## src/rtl/ram_bist_pkg.sv

```systemverilog
// Shared state encoding and default geometry/pattern for the RAM BIST master.
package ram_bist_pkg;
  localparam int         ADDR_W_DEF  = 4;
  localparam int         DATA_W_DEF  = 8;
  localparam int         RD_LAT_DEF  = 1;
  localparam logic [7:0] PATTERN_DEF = 8'hA5;

  typedef enum logic [2:0] {IDLE, WR0, RD0, WT0, WR1, RD1, WT1, FIN} state_t;
endpackage

```

## src/rtl/ram_bist_addr_cnt.sv

```systemverilog
// Loadable up/down address counter; o_nxt is the stepped value, o_tc flags the
// terminal address for the current direction.
module ram_bist_addr_cnt import ram_bist_pkg::*; #(
  parameter int W = ADDR_W_DEF
) (
  input  logic         clk,
  input  logic         rst,
  input  logic         i_load,
  input  logic [W-1:0] i_load_val,
  input  logic         i_en,
  input  logic         i_up,
  output logic [W-1:0] o_cnt,
  output logic [W-1:0] o_nxt,
  output logic         o_tc
);
  logic [W-1:0] r_cnt;

  assign o_nxt = i_up ? r_cnt + W'(1) : r_cnt - W'(1);
  assign o_tc  = i_up ? (&r_cnt) : ~(|r_cnt);
  assign o_cnt = r_cnt;

  always_ff @(posedge clk or posedge rst) begin
    if (rst)         r_cnt <= '0;
    else if (i_load) r_cnt <= i_load_val;
    else if (i_en)   r_cnt <= o_nxt;
  end
endmodule

```

## src/rtl/ram_bist_master_8b.sv

```systemverilog
// Two-pass (D0 ascending, D1 descending) write/verify BIST master; stops at the
// first mismatch and reports its address and read data.
module ram_bist_master_8b import ram_bist_pkg::*; #(
  parameter int                ADDR_W  = ADDR_W_DEF,
  parameter int                DATA_W  = DATA_W_DEF,
  parameter int                RD_LAT  = RD_LAT_DEF,
  parameter logic [DATA_W-1:0] PATTERN = DATA_W'(PATTERN_DEF)
) (
  input  logic              clk,
  input  logic              rst,
  input  logic              start,
  output logic              busy,
  output logic              done,
  output logic              pass,
  output logic              fail,
  output logic [ADDR_W-1:0] fail_addr,
  output logic [DATA_W-1:0] fail_data,
  output logic              mem_cs,
  output logic              mem_write,
  output logic              mem_read,
  output logic [ADDR_W-1:0] mem_addr,
  output logic [DATA_W-1:0] mem_wdata,
  input  logic [DATA_W-1:0] mem_rdata
);
  localparam logic [ADDR_W-1:0] TOP_A = '1;

  state_t            r_state;
  logic              r_busy, r_done, r_pass, r_fail, r_cs, r_wr, r_rd;
  logic [ADDR_W-1:0] r_fail_addr;
  logic [DATA_W-1:0] r_fail_data, r_wdata;
  logic [2:0]        r_wt;

  logic [ADDR_W-1:0] w_cnt, w_nxt, w_ld_val;
  logic              w_tc, w_ld, w_en, w_up, w_cmp, w_miss;
  logic [DATA_W-1:0] w_exp, w_nd0;

  // Counter holds the address of the access in flight, including its wait cycles.
  ram_bist_addr_cnt #(.W(ADDR_W)) u_cnt (
    .clk(clk), .rst(rst), .i_load(w_ld), .i_load_val(w_ld_val), .i_en(w_en),
    .i_up(w_up), .o_cnt(w_cnt), .o_nxt(w_nxt), .o_tc(w_tc)
  );

  assign w_up   = (r_state == WR0) || (r_state == RD0) || (r_state == WT0);
  assign w_exp  = w_up ? (PATTERN ^ DATA_W'(w_cnt)) : ~(PATTERN ^ DATA_W'(w_cnt));
  assign w_nd0  = PATTERN ^ DATA_W'(w_nxt);
  assign w_cmp  = ((r_state == WT0) || (r_state == WT1)) && (r_wt == 3'd0);
  assign w_miss = w_cmp && (mem_rdata != w_exp);

  always_comb begin
    w_ld     = 1'b0;
    w_ld_val = '0;
    w_en     = 1'b0;
    case (r_state)
      IDLE: w_ld = start;
      WR0:  begin w_ld = w_tc; w_en = !w_tc; end
      WT0:  if (w_cmp && !w_miss) begin
              w_ld = w_tc; w_ld_val = TOP_A; w_en = !w_tc;
            end
      WR1:  begin w_ld = w_tc; w_ld_val = TOP_A; w_en = !w_tc; end
      WT1:  w_en = w_cmp && !w_miss && !w_tc;
      default: ;
    endcase
  end

  always_ff @(posedge clk or posedge rst) begin
    if (rst) begin
      r_state <= IDLE;
      r_busy <= 1'b0; r_done <= 1'b0; r_pass <= 1'b0; r_fail <= 1'b0;
      r_fail_addr <= '0; r_fail_data <= '0;
      r_cs <= 1'b0; r_wr <= 1'b0; r_rd <= 1'b0; r_wdata <= '0; r_wt <= '0;
    end else begin
      r_done <= 1'b0;
      case (r_state)
        IDLE: if (start) begin
          r_state <= WR0; r_busy <= 1'b1;
          r_pass <= 1'b0; r_fail <= 1'b0; r_fail_addr <= '0; r_fail_data <= '0;
          r_wr <= 1'b1; r_cs <= 1'b1; r_wdata <= PATTERN;
        end
        WR0: if (w_tc) begin
          r_state <= RD0; r_wr <= 1'b0; r_rd <= 1'b1;
        end else r_wdata <= w_nd0;
        WR1: if (w_tc) begin
          r_state <= RD1; r_wr <= 1'b0; r_rd <= 1'b1;
        end else r_wdata <= ~w_nd0;
        RD0, RD1: begin
          r_state <= (r_state == RD0) ? WT0 : WT1;
          r_rd <= 1'b0; r_cs <= 1'b0; r_wt <= 3'(RD_LAT - 1);
        end
        WT0, WT1: begin
          if (!w_cmp) r_wt <= r_wt - 3'd1;
          else if (w_miss) begin
            r_state <= FIN; r_fail <= 1'b1; r_fail_addr <= w_cnt;
            r_fail_data <= mem_rdata; r_done <= 1'b1; r_busy <= 1'b0;
          end else if (w_tc) begin
            if (r_state == WT0) begin
              r_state <= WR1; r_wr <= 1'b1; r_cs <= 1'b1;
              r_wdata <= ~(PATTERN ^ DATA_W'(TOP_A));
            end else begin
              r_state <= FIN; r_pass <= 1'b1; r_done <= 1'b1; r_busy <= 1'b0;
            end
          end else begin
            r_state <= (r_state == WT0) ? RD0 : RD1; r_rd <= 1'b1; r_cs <= 1'b1;
          end
        end
        FIN:     r_state <= IDLE;
        default: r_state <= IDLE;
      endcase
    end
  end

  assign busy      = r_busy;
  assign done      = r_done;
  assign pass      = r_pass;
  assign fail      = r_fail;
  assign fail_addr = r_fail_addr;
  assign fail_data = r_fail_data;
  assign mem_cs    = r_cs;
  assign mem_write = r_wr;
  assign mem_read  = r_rd;
  assign mem_addr  = w_cnt;
  assign mem_wdata = r_wdata;
endmodule

```

## config.mk

```make
export PLATFORM = sky130hd
export DESIGN_NAME = ram_bist_master_8b
export DESIGN_NICKNAME = d
export VERILOG_FILES = /design/src/rtl/ram_bist_pkg.sv /design/src/rtl/ram_bist_addr_cnt.sv /design/src/rtl/ram_bist_master_8b.sv
export SDC_FILE = /design/constraint.sdc
export NUM_CORES = 1
export LEC_CHECK = 0
export CAP_MARGIN = 20
export CORE_MARGIN = 2
export CORE_UTILIZATION = 60
export DETAILED_ROUTE_END_ITERATION = 8
export DONT_BUFFER_PORTS = 1
export PLACE_DENSITY = 0.76
export SYNTH_ARGS = -nofsm -noshare
export SYNTH_HDL_FRONTEND = slang
export SYNTH_SLANG_ARGS = --single-unit
```

## constraint.sdc

```tcl
create_clock -name clk -period 3.64 [get_ports clk]
set_input_delay 0.182 -clock clk [delete_from_list [all_inputs] [get_ports clk]]
set_output_delay 0.182 -clock clk [all_outputs]
set_load 0.05 [all_outputs]
```

==> results by group <==
Global route
  – Initial antenna violation count: 0
  – Pin count of the biggest net entering global routing: 36
  – Grt ovf: 0
  – GRT Util Overall: 0.291
  – Global-route wire length before repair: 9.05 mm
  – Vias in the first global route: ~1.8k

Worst setup path
  – Crit-path max FO: 16
  – Max incr delay on CP: 520 ps
  – Largest delay share family, worst path: compound AO/OA/AOI/OAI gates
  – Critical Path Start Type: register
  – Worst-path cell chain: o21bai_2, ha_1, xnor2_1, nor2_1, o21ai_2, and2_0, buf_4, o21bai_2, a22o_1
  – CP max-delay cell: dfrtp_1
  – Worst EP required: between 3000 and 4000 ps
  – Crit. End Element: register
  – CP Data Arrival Time: 3120 ps
  – CP dominant cell by count: o21bai_2
  – Crit Path Category: register to register
  – Worst path bufs/invs: 1

STA
  – Hold Violations, Final: 0
  – Final setup viols: 0
  – Worst clock skew: 16.9 ps
  – Crit path time final: roughly 2800 ps
  – Tcrit/Tclk final: 0.777
  – RSZ-0062 raised after global routing: no
  – Pins Over Slew Limit: 0
  – Worst-Margin Slew: 902 ps
  – Relative slew slack: 0.399
  – Total negative setup slack: 0 ps
  – Max Freq: 354 MHz

Placed design
  – Port Buffers: 0
  – Post-DP HPWL: 3.60 mm
  – Placer Congestion: 0.892

Synth
  – Syn Std Cell Area: 2100 um^2
  – Syn Inst Count: 219
  – Post-synth EDFFs: 0
  – Async SR Flop Fraction: 1.00
  – Synth warnings: 0
  – Synth top area share: 0.417
  – Post-synth top flop: dfrtp_1
  – Top cells by area, synth: dfrtp_1 42%, a22o_1 5.0%, a21oi_1 4.5%
  – FF+latch count, synth: 35
  – Synth cell types: 57
  – Post-Syn Area per Cell: 9.58 um^2
  – Synthesized net count: 237
  – Cell accounting for the most synthesized area: dfrtp_1
  – Post-synthesis sequential area ratio: 0.417

Floorplan
  – Chip width: between 60 and 70 um
  – Die span in y: 63.1 um
  – # IOs: between 40 and 50
  – Total die area: 3990 um^2
  – Initial core utilization: 0.629
  – Cell Rows: 21
  – CORE AREA: between 3000 and 4000 um^2

CTS
  – CTS Buf Count: 5
  – Clk slew on worst S/H paths: approximately 120 ps
  – Post-CTS resize count: 0
  – H-tree Lvls: 2
  – Maximum count of clock buffers along a single path: 2
  – CTS Root Buffer Type: clkbuf_4
  – Total setup buffers inserted after CTS: 0
  – CTS sink cnt: 35
  – Clock latency at the later pin of the worst-skew pair: ~360 ps
  – CTS tree: built

Routing
  – DRC: 0
  – Vias per cell: approximately 6.4
  – First-pass DRT Iterations: 4
  – Post-Route WL: 5.25 mm
  – Routed len/inst: 19.2 um
  – Starting DRC count in detailed routing: 140
  – DRT antenna net count: 0
  – Via count: 1763

Pwr
  – Worst VDD drop: 0.000392 V
  – P_leak: 1.00 nW
  – Final Power: 2.02 mW
  – PD cells: 878 nW/um^2

Layout
  – Fill cells: 284
  – Area Overhead vs Synth: 9.84%
  – Inserted Diodes: 0
  – Share of cells above drive strength 1: 0.114
  – Final net count: around 250

Status
  – Outcome: finished, final reports clean

Flow run
  – Maxcap violations: 0

Worst hold path
  – Min-Delay Path Class: primary input to register
-- state kept, by name, indices dropped and copies added, names as in the netlist, 3 cells and up --
| signal | count |
|---|---|
| mem_wdata | 6 |
| r_state | 3 |
| fail_data | 8 |
| r_wt | 3 |
| u_cnt.o_cnt | 4 |
| fail_addr | 4 |
-- repair_timing --
| item | 4_1_cts | 5_1_grt |
|---|---|---|
| endpoints found under the hold margin | 45 | 0 |
| hold buffers | 10 | 0 |
| endpoints found under the setup margin | 0 | 0 |
-- synth_stat cells, drive strengths merged (2+ instances only) --
master	n
dfrtp	35
a21oi	19
nor2	19
nand2	13
o21ai	13
a22o	12
inv	12
buf	10
ha	6
xnor2	6
clkbuf	5
nand2b	5
a211oi	4
a221oi	4
a31oi	4
nor3	4
mux2	3
mux2i	3
o21a	3
o21bai	3
o22ai	3
xor2	3
a21o	2
nand3	2
nor2b	2
nor4	2
o211ai	2
-- cell families (layout without fill, tap and decap cells) --
| group | Yosys count | after routing | share of synthesized area |
|---|---|---|---|
| AND/OR/NAND/NOR | 56 | 56 | 0.143 |
| buffers and inverters | 28 | 37 | 0.0602 |
| adder cells (fa/ha/maj) | 8 | 8 | 0.0501 |
| XOR/XNOR | 9 | 9 | 0.0411 |
| multiplexers | 6 | 6 | 0.0304 |
| AO/OA/AOI/OAI | 77 | 77 | 0.258 |
| flip-flops | 35 | 35 | 0.417 |
-- worst paths after layout --
check / cells after the start / slack (ps) / endpoint / start
worst max-delay path: 9 / 810 / fail_addr[1] / r_state[1]
worst min-delay path: 2 / 30 / busy / start
worst max register to register: 9 / 810 / fail_addr[1] / r_state[1]
worst min register to register: 1 / 620 / r_wt[2] / r_wt[2]
max in group asynchronous: 3 / 2960 / mem_cs / rst
min in group asynchronous: 3 / 360 / fail_data[6] / rst
-- cells in the final DEF, fill, tap and decap left out, types with 6 or more instances in the layout --
cell type,netlist,layout
a21oi_1,19,19
a22o_1,12,12
buf_4,2,6
dfrtp_1,35,35
dlygate4sd3_1,0,10
ha_1,6,6
inv_1,12,12
nand2_1,13,13
nor2_1,19,19
o21ai_0,11,11
-- where the power goes --
part	switching [mW]	internal, mW	leakage (nW)
Clock	0.141	0.144	0.0452
Combinational	0.479	0.352	0.508
Sequential	0.428	0.479	0.450
Total	1.05	0.976	1.00
-- area by class of cell --
type,instances,area (um^2),share of cell area
Tap cell,46,57.6,0.0250
Clock buffer,5,37.5,0.0163
Sequential cell,35,876,0.380
Inverter,13,48.8,0.0212
Timing Repair Buffer,16,145,0.0630
Clock inverter,3,43.8,0.0190
Multi-Input combinational cell,156,1100,0.476
-- layer usage --
layer / track usage / up-vias / wire [um]
met4: 0.0944 / 0 / 115
met5: 0 / - / 0
met2: 0.453 / 88 / 2470
met1: 0.397 / 843 / 2190
met3: 0.0750 / 16 / 472
li1: - / 816 / -
-- metrics by stage --
stage	worst slack, ps	cells	area [um^2]	hold WS (ps)	utilization
global route	594	274	2300	14.1	0.691
floorplan	1190	219	2100	268	-
detailed placement	889	256	2120	212	0.636
finish	813	274	2300	26.0	0.691
CTS	861	274	2300	18.1	0.691
global placement	982	256	2120	185	0.636
No activity file was read; power rests on OpenSTA's default activity.
